$ cat src/rtl/divi_arbiter.sv
// divi_arbiter
//   Round-robin front end that shares one pipelined divider core between
//   N_REQ requesters. It accepts at most one request per cycle, drives the
//   core, carries each operation's requester ID down a tag pipeline that
//   matches the core latency, and steers every result back to its owner.
//
// Handshake: a request transfers on a cycle where req_valid[i] and
//   req_ready[i] are both 1. req_ready is combinational, one-hot or zero,
//   and is only raised while core_rfd=1 and reset is released. Responses
//   have no backpressure: rsp_valid is a one-cycle one-hot strobe.
//
// Optional feature: define DIVI_ZERO_CHK_EN to trap divide-by-zero locally.
//   A trapped request is not sent to the core. It still occupies a tag slot,
//   so it returns quotient 25'h1FFFFFF, fractional 0, rsp_err=1 with the
//   normal latency. Without the macro, rsp_err is tied 0.
//
// Ports:
//   sys_clk, sys_rst_n        clock, asynchronous active-low reset
//   req_valid/req_ready       per-requester handshake
//   req_dividend/req_divisor  packed operands, requester i at [25i+:25] / [16i+:16]
//   core_rfd                  core ready for data
//   core_nd, core_dividend,
//   core_divisor              new-data strobe and operands to the core
//   core_quotient,
//   core_fractional           core results, valid DIV_LAT cycles after core_nd
//   rsp_valid, rsp_id,
//   rsp_quotient,
//   rsp_fractional, rsp_err   registered response to the requester
//   busy                      at least one operation in flight

module divi_arbiter #(
    parameter int N_REQ   = 4,
    parameter int ID_W    = 2,
    parameter int DIV_LAT = 28
) (
    input  logic                  sys_clk,
    input  logic                  sys_rst_n,
    input  logic [N_REQ-1:0]      req_valid,
    output logic [N_REQ-1:0]      req_ready,
    input  logic [N_REQ*25-1:0]   req_dividend,
    input  logic [N_REQ*16-1:0]   req_divisor,
    input  logic                  core_rfd,
    output logic                  core_nd,
    output logic [24:0]           core_dividend,
    output logic [15:0]           core_divisor,
    input  logic [24:0]           core_quotient,
    input  logic [15:0]           core_fractional,
    output logic [N_REQ-1:0]      rsp_valid,
    output logic [ID_W-1:0]       rsp_id,
    output logic [24:0]           rsp_quotient,
    output logic [15:0]           rsp_fractional,
    output logic                  rsp_err,
    output logic                  busy
);

    localparam logic [ID_W:0]   N_REQ_X = (ID_W+1)'(N_REQ);
    localparam logic [ID_W-1:0] LAST_ID = ID_W'(N_REQ - 1);

    logic [ID_W-1:0]  rr_ptr;
    logic [ID_W:0]    cand;
    logic             found;
    logic             grant_vld;
    logic [ID_W-1:0]  grant_id;
    logic [24:0]      sel_dividend;
    logic [15:0]      sel_divisor;
    logic             accept;
    logic             issue;

    logic [DIV_LAT:0] tag_v;
    logic [ID_W-1:0]  tag_id [0:DIV_LAT];
    logic [N_REQ-1:0] rsp_onehot;

    // Round-robin search: candidate k is (rr_ptr + k) mod N_REQ, the first
    // valid candidate wins. The modulo is a single conditional subtract
    // because rr_ptr + k never reaches 2*N_REQ.
    always_comb begin
        found    = 1'b0;
        cand     = '0;
        grant_id = '0;
        for (int k = 0; k < N_REQ; k++) begin
            cand = {1'b0, rr_ptr} + (ID_W+1)'(k);
            if (cand >= N_REQ_X) begin
                cand = cand - N_REQ_X;
            end
            for (int j = 0; j < N_REQ; j++) begin
                if (!found && req_valid[j] && (cand == (ID_W+1)'(j))) begin
                    found    = 1'b1;
                    grant_id = ID_W'(j);
                end
            end
        end
        grant_vld = found && core_rfd && sys_rst_n;
    end

    // Ready decode and operand mux for the winner.
    always_comb begin
        req_ready    = '0;
        sel_dividend = '0;
        sel_divisor  = '0;
        for (int j = 0; j < N_REQ; j++) begin
            if (grant_id == ID_W'(j)) begin
                sel_dividend = req_dividend[j*25 +: 25];
                sel_divisor  = req_divisor[j*16 +: 16];
                req_ready[j] = grant_vld;
            end
        end
    end

    // The grant only exists where the winner is valid, so ready implies a
    // transfer.
    assign accept = grant_vld;

`ifdef DIVI_ZERO_CHK_EN
    logic             sel_zero;
    logic [DIV_LAT:0] tag_err;

    assign sel_zero = (sel_divisor == 16'd0);
    // A trapped divide still takes a tag slot but never reaches the core.
    assign issue    = accept && !sel_zero;

    always_ff @(posedge sys_clk) begin
        tag_err <= {tag_err[DIV_LAT-1:0], sel_zero};
    end
`else
    assign issue   = accept;
    assign rsp_err = 1'b0;
`endif

    // Issue side: core strobe, operand registers, pointer, tag valid bits.
    always_ff @(posedge sys_clk or negedge sys_rst_n) begin
        if (!sys_rst_n) begin
            rr_ptr        <= '0;
            core_nd       <= 1'b0;
            core_dividend <= '0;
            core_divisor  <= '0;
            tag_v         <= '0;
            busy          <= 1'b0;
        end else begin
            core_nd <= issue;
            // The core never stalls, so tags advance every cycle.
            tag_v   <= {tag_v[DIV_LAT-1:0], accept};
            busy    <= |tag_v;
            if (accept) begin
                core_dividend <= sel_dividend;
                core_divisor  <= sel_divisor;
                rr_ptr        <= (grant_id == LAST_ID) ? '0 : grant_id + ID_W'(1);
            end
        end
    end

    // IDs only matter where the matching valid bit is set, so no reset.
    always_ff @(posedge sys_clk) begin
        tag_id[0] <= grant_id;
        for (int s = 1; s <= DIV_LAT; s++) begin
            tag_id[s] <= tag_id[s-1];
        end
    end

    always_comb begin
        rsp_onehot = '0;
        for (int j = 0; j < N_REQ; j++) begin
            rsp_onehot[j] = (tag_id[DIV_LAT] == ID_W'(j));
        end
    end

    // Last tag stage lines up with the core result; capture it here.
    always_ff @(posedge sys_clk or negedge sys_rst_n) begin
        if (!sys_rst_n) begin
            rsp_valid      <= '0;
            rsp_id         <= '0;
            rsp_quotient   <= '0;
            rsp_fractional <= '0;
`ifdef DIVI_ZERO_CHK_EN
            rsp_err        <= 1'b0;
`endif
        end else if (tag_v[DIV_LAT]) begin
            rsp_valid <= rsp_onehot;
            rsp_id    <= tag_id[DIV_LAT];
`ifdef DIVI_ZERO_CHK_EN
            if (tag_err[DIV_LAT]) begin
                rsp_quotient   <= 25'h1FFFFFF;
                rsp_fractional <= 16'd0;
                rsp_err        <= 1'b1;
            end else begin
                rsp_quotient   <= core_quotient;
                rsp_fractional <= core_fractional;
                rsp_err        <= 1'b0;
            end
`else
            rsp_quotient   <= core_quotient;
            rsp_fractional <= core_fractional;
`endif
        end else begin
            rsp_valid <= '0;
        end
    end

endmodule

$ cat config.mk
export PLATFORM = sky130hd
export DESIGN_NAME = divi_arbiter
export DESIGN_NICKNAME = d
export VERILOG_FILES = /design/src/rtl/divi_arbiter.sv
export SDC_FILE = /design/constraint.sdc
export NUM_CORES = 1
export LEC_CHECK = 0
export ABC_AREA = 1
export CELL_PAD_IN_SITES_DETAIL_PLACEMENT = 1
export CELL_PAD_IN_SITES_GLOBAL_PLACEMENT = 2
export CORE_MARGIN = 1
export CORE_UTILIZATION = 25
export CTS_CLUSTER_SIZE = 30
export DETAILED_ROUTE_END_ITERATION = 10
export GPL_TIMING_DRIVEN = 0
export PLACE_DENSITY = 0.85
export SYNTH_ARGS = -nofsm -noshare
export SYNTH_HDL_FRONTEND = slang
export SYNTH_SLANG_ARGS = --single-unit
$ cat constraint.sdc
create_clock -name sys_clk -period 5.9 [get_ports sys_clk]
set_input_delay 1.475 -clock sys_clk [delete_from_list [all_inputs] [get_ports sys_clk]]
set_output_delay 1.475 -clock sys_clk [all_outputs]
set_load 0.02 [all_outputs]
==> flow_metrics.py <==
metrics = {
    "global_route": {
        "grt_pass1_wl_um": 35100,
        "grt_pass1_vias": 6103,
        "globalRouteTotalUtil": 0.165,
        "grt-ovfl-total": 0,
        "grt_max_degree": 84,
        "antenna_found_initial": 1,
    },
    "floorplanning": {
        "die_width_um": 167,
        "die_h_um": 167,
        "pin_count": 307,
        "coreArea_mm2": 0.0268,
        "dieArea_mm2": 0.0279,
        "placementRows": 60,
        "start_util": 0.254,
    },
    "final_layout": {
        "finalNonFillerCells": 1290,
        "drive_gt1_frac": 0.116,
        "nets": 1151,
        "area_growth_pct": 61.5,
    },
    "routing": {
        "num_vias": 5728,
        "via_per_inst": 4.44,
        "dr.pass1.iters": 4,
        "drt-initial-drc-count": 168,
        "drc": 0,
        "avgRoutedWirePerCell_um": 17.3,
        "antenna_left": 0,
        "routed_wirelength_um": 22300,
    },
    "setup_path": {
        "cp_top_family": "simple AND/OR/NAND/NOR gates",
        "crit_type": "input pin to output pin",
        "crit_path_start_kind": "input pin",
        "cp_data_arrival_time_ns": 4.10,
        "crit_top_cell": "nor2_2",
        "crit_buf_inv": 4,
        "max_stage_delay_ns": 0.49,
        "crit_path_end_kind": "output pin",
        "crit_fanout": 10,
        "crit_chain": "clkdlybuf4s50_1 -> nand3_1 -> nand2_1 -> nor2_2 -> nand4_2 -> nor2_1 -> nand4_2 -> nor2_2 -> nand2_1 -> nor2_2 -> o21ai_0 -> nand2_2 -> ha_4 -> clkbuf_8 -> inv_1 -> nor2_1 -> clkbuf_2",
        "slowest_stage": "clkdlybuf4s50_1",
        "critPathRequiredTime_ns": 4.43,
    },
    "placement": {
        "gp_routability_congestion": 0.791,
        "hpwlAfterDp_um": 17600,
        "io_buffers": 305,
        "dp_slack_ns": -1.04,
        "dp.cells": 1258,
    },
    "synthesis": {
        "synth_nets": 827,
        "synth_commonest_cells": "120 x dfrtp_1, 106 x nand2_1, 58 x dfxtp_1, 44 x o21ai_0, 42 x o21ai_1",
        "yosysUniqueCellTypes": 30,
        "synth_area_leaders": "dfrtp_1 44%, dfxtp_1 17%, mux2_2 6.8%",
        "synth_top_area_share": 0.442,
        "synth_edf_count": 0,
        "synth-seq-cells": 178,
        "synthArstFlopShare": 0.674,
        "ys.warnings.count": 0,
        "avgSynthCellArea_um2": 11.1,
        "yosysMostFrequentCell": "dfrtp_1",
        "synthFlopType": "dfrtp_1",
        "yosysSeqAreaShare": 0.612,
        "yosysTopAreaCell": "dfrtp_1",
        "syn_area_mm2": 0.00680,
        "synthCells": 611,
    },
    "power": {
        "irDropWorstVdd_uv": 226,
        "p_leak_nw": 4.48,
        "power.total_w": 0.00553,
        "power.density_mw_per_mm2": 504,
    },
    "clock_tree": {
        "numCtsBuffers": 17,
        "clock_sinks": 178,
        "ctsHtreeMaxLevel": 4,
        "clockBufferDepth": 2,
        "tritoncts": "yes",
        "cts.reportedPaths.clkPinSlew_ns": 0.07,
        "clock_latency_ns": 0.42,
        "root_buffer": "clkbuf_16",
    },
    "timing": {
        "finClkSkew_ns": 0.0129,
        "setup_viol": 0,
        "report.final.slew_viol_count": 0,
        "worst_pin_slew_ns": 1.01,
        "rsz0062_at_grt": "no",
        "hold_viol": 0,
        "fin_crit_ns": 5.57,
        "slew-limit-headroom": 0.328,
        "setup_tns_ns": 0,
        "finalCritPeriodShare": 0.945,
        "setup_ws_ns": 0.327,
        "fmaxAchievable_mhz": 179,
    },
    "outcome": {
        "status": "finished, final reports clean",
    },
    "flow_run": {
        "max_cap_violations": 0,
    },
    "worst_hold_path": {
        "min_path_type": "register to register",
    },
}
## state kept, by name, summed over array words and instances, names as in the netlist
name and flops:
core_divisor 16, rr_ptr 2, rsp_id 2, tag_v 29, core_dividend 25, busy 1
tag_id 58, rsp_valid 4, rsp_fractional 16, rsp_quotient 25
## routing by layer
metal / share of wire / wire length, um / GRT usage / vias to the layer above
met5: 0 / 0 / 0 / -
met4: 0.0065 / 145 / 0.0342 / 0
met3: 0.083 / 1860 / 0.0563 / 10
met2: 0.51 / 11400 / 0.292 / 242
met1: 0.40 / 8910 / 0.192 / 2734
li1: - / - / - / 2742
## cells by family after synthesis
family          after synthesis  synth area share
compound gates              129             0.111
fa+ha+maj                     4           0.00736
buf+inv                      61            0.0429
flops                       178             0.612
mux                          82             0.128
other cells                   1          0.000551
simple gates                156            0.0981
## power breakdown
group / total [W] / switching (W) / leakage (nW) / internal (W)
Sequential: 0.00174 / 0.000146 / 1.98 / 0.00159
Combinational: 0.00265 / 0.00153 / 2.20 / 0.00113
Clock: 0.00114 / 0.000560 / 0.295 / 0.000579
Total: 0.00553 / 0.00223 / 4.48 / 0.00330
## through the flow
step | util | hold slack (ns) | area (um2)
after floorplan | - | 0.310 | 6800
after global placement | 0.384 | 0.313 | 10300
after detailed placement | 0.385 | 0.313 | 10300
after CTS | 0.409 | 0.327 | 11000
after global routing | 0.410 | 0.329 | 11000
final | 0.410 | 0.323 | 11000
## layout by cell type, fill, tap and decap left out, types with 3 or more instances in the layout
| master | synthesis | final |
|---|---|---|
| buf_6 | 6 | 7 |
| clkbuf_1 | 24 | 18 |
| clkdlybuf4s50_1 | 0 | 300 |
| nand2_1 | 106 | 104 |
| nor4_1 | 6 | 6 |
| o21ai_0 | 44 | 44 |
| nand4_1 | 3 | 3 |
| buf_1 | 4 | 4 |
| o21ai_1 | 42 | 42 |
| nand3_1 | 6 | 6 |
| dlymetal6s2s_1 | 0 | 3 |
| clkinv_8 | 0 | 3 |
| nor2_2 | 3 | 3 |
| mux2_2 | 41 | 41 |
| inv_6 | 0 | 3 |
| ha_4 | 0 | 3 |
| nor2_1 | 21 | 21 |
| clkinv_4 | 0 | 3 |
| dfxtp_1 | 58 | 58 |
| buf_4 | 4 | 8 |
| inv_2 | 4 | 4 |
| nor3_1 | 5 | 5 |
| a22oi_1 | 41 | 41 |
| mux2i_1 | 41 | 41 |
| dfrtp_1 | 120 | 120 |
| clkbuf_16 | 0 | 17 |
| inv_8 | 0 | 4 |
| inv_1 | 17 | 17 |
## final cells by class
cell class | count | area (um2)
fillers | 2969 | 15800
flip-flops and latches | 178 | 4160
repair buffers | 310 | 3110
multi-input cells | 372 | 2390
well taps | 341 | 427
clock buffers | 17 | 425
plain buffers | 35 | 204
clock inverters | 15 | 179
inverters | 21 | 78.8
diodes | 1 | 2.50
## repair_timing
item	CTS	global route
gates resized for setup	11	6
pin swaps	2	1
setup buffers	1	3
endpoints found under the hold margin	0	0
hold buffers	0	0
setup endpoints to repair	3	4
## path summary, 6_finish.rpt
check | depth (start not counted) | slack [ns] | end | from
worst max register to register | 20 | 1.61 | core_divisor[1]$_DFFE_PN0P_ | rr_ptr[0]$_DFFE_PN0P_
worst min register to register | 0 | 0.32 | tag_id[0][31]$_DFF_P_ | tag_id[0][29]$_DFF_P_
worst max-delay path | 17 | 0.33 | req_ready[3] | req_valid[3]
min in group asynchronous | 1 | 0.95 | rsp_quotient[11]$_DFFE_PN0P_ | sys_rst_n
max in group asynchronous | 2 | 4.18 | rr_ptr[1]$_DFFE_PN0P_ | sys_rst_n
worst min-delay path | 0 | 0.32 | tag_id[0][31]$_DFF_P_ | tag_id[0][29]$_DFF_P_
No activity file was read; power rests on OpenSTA's default activity.
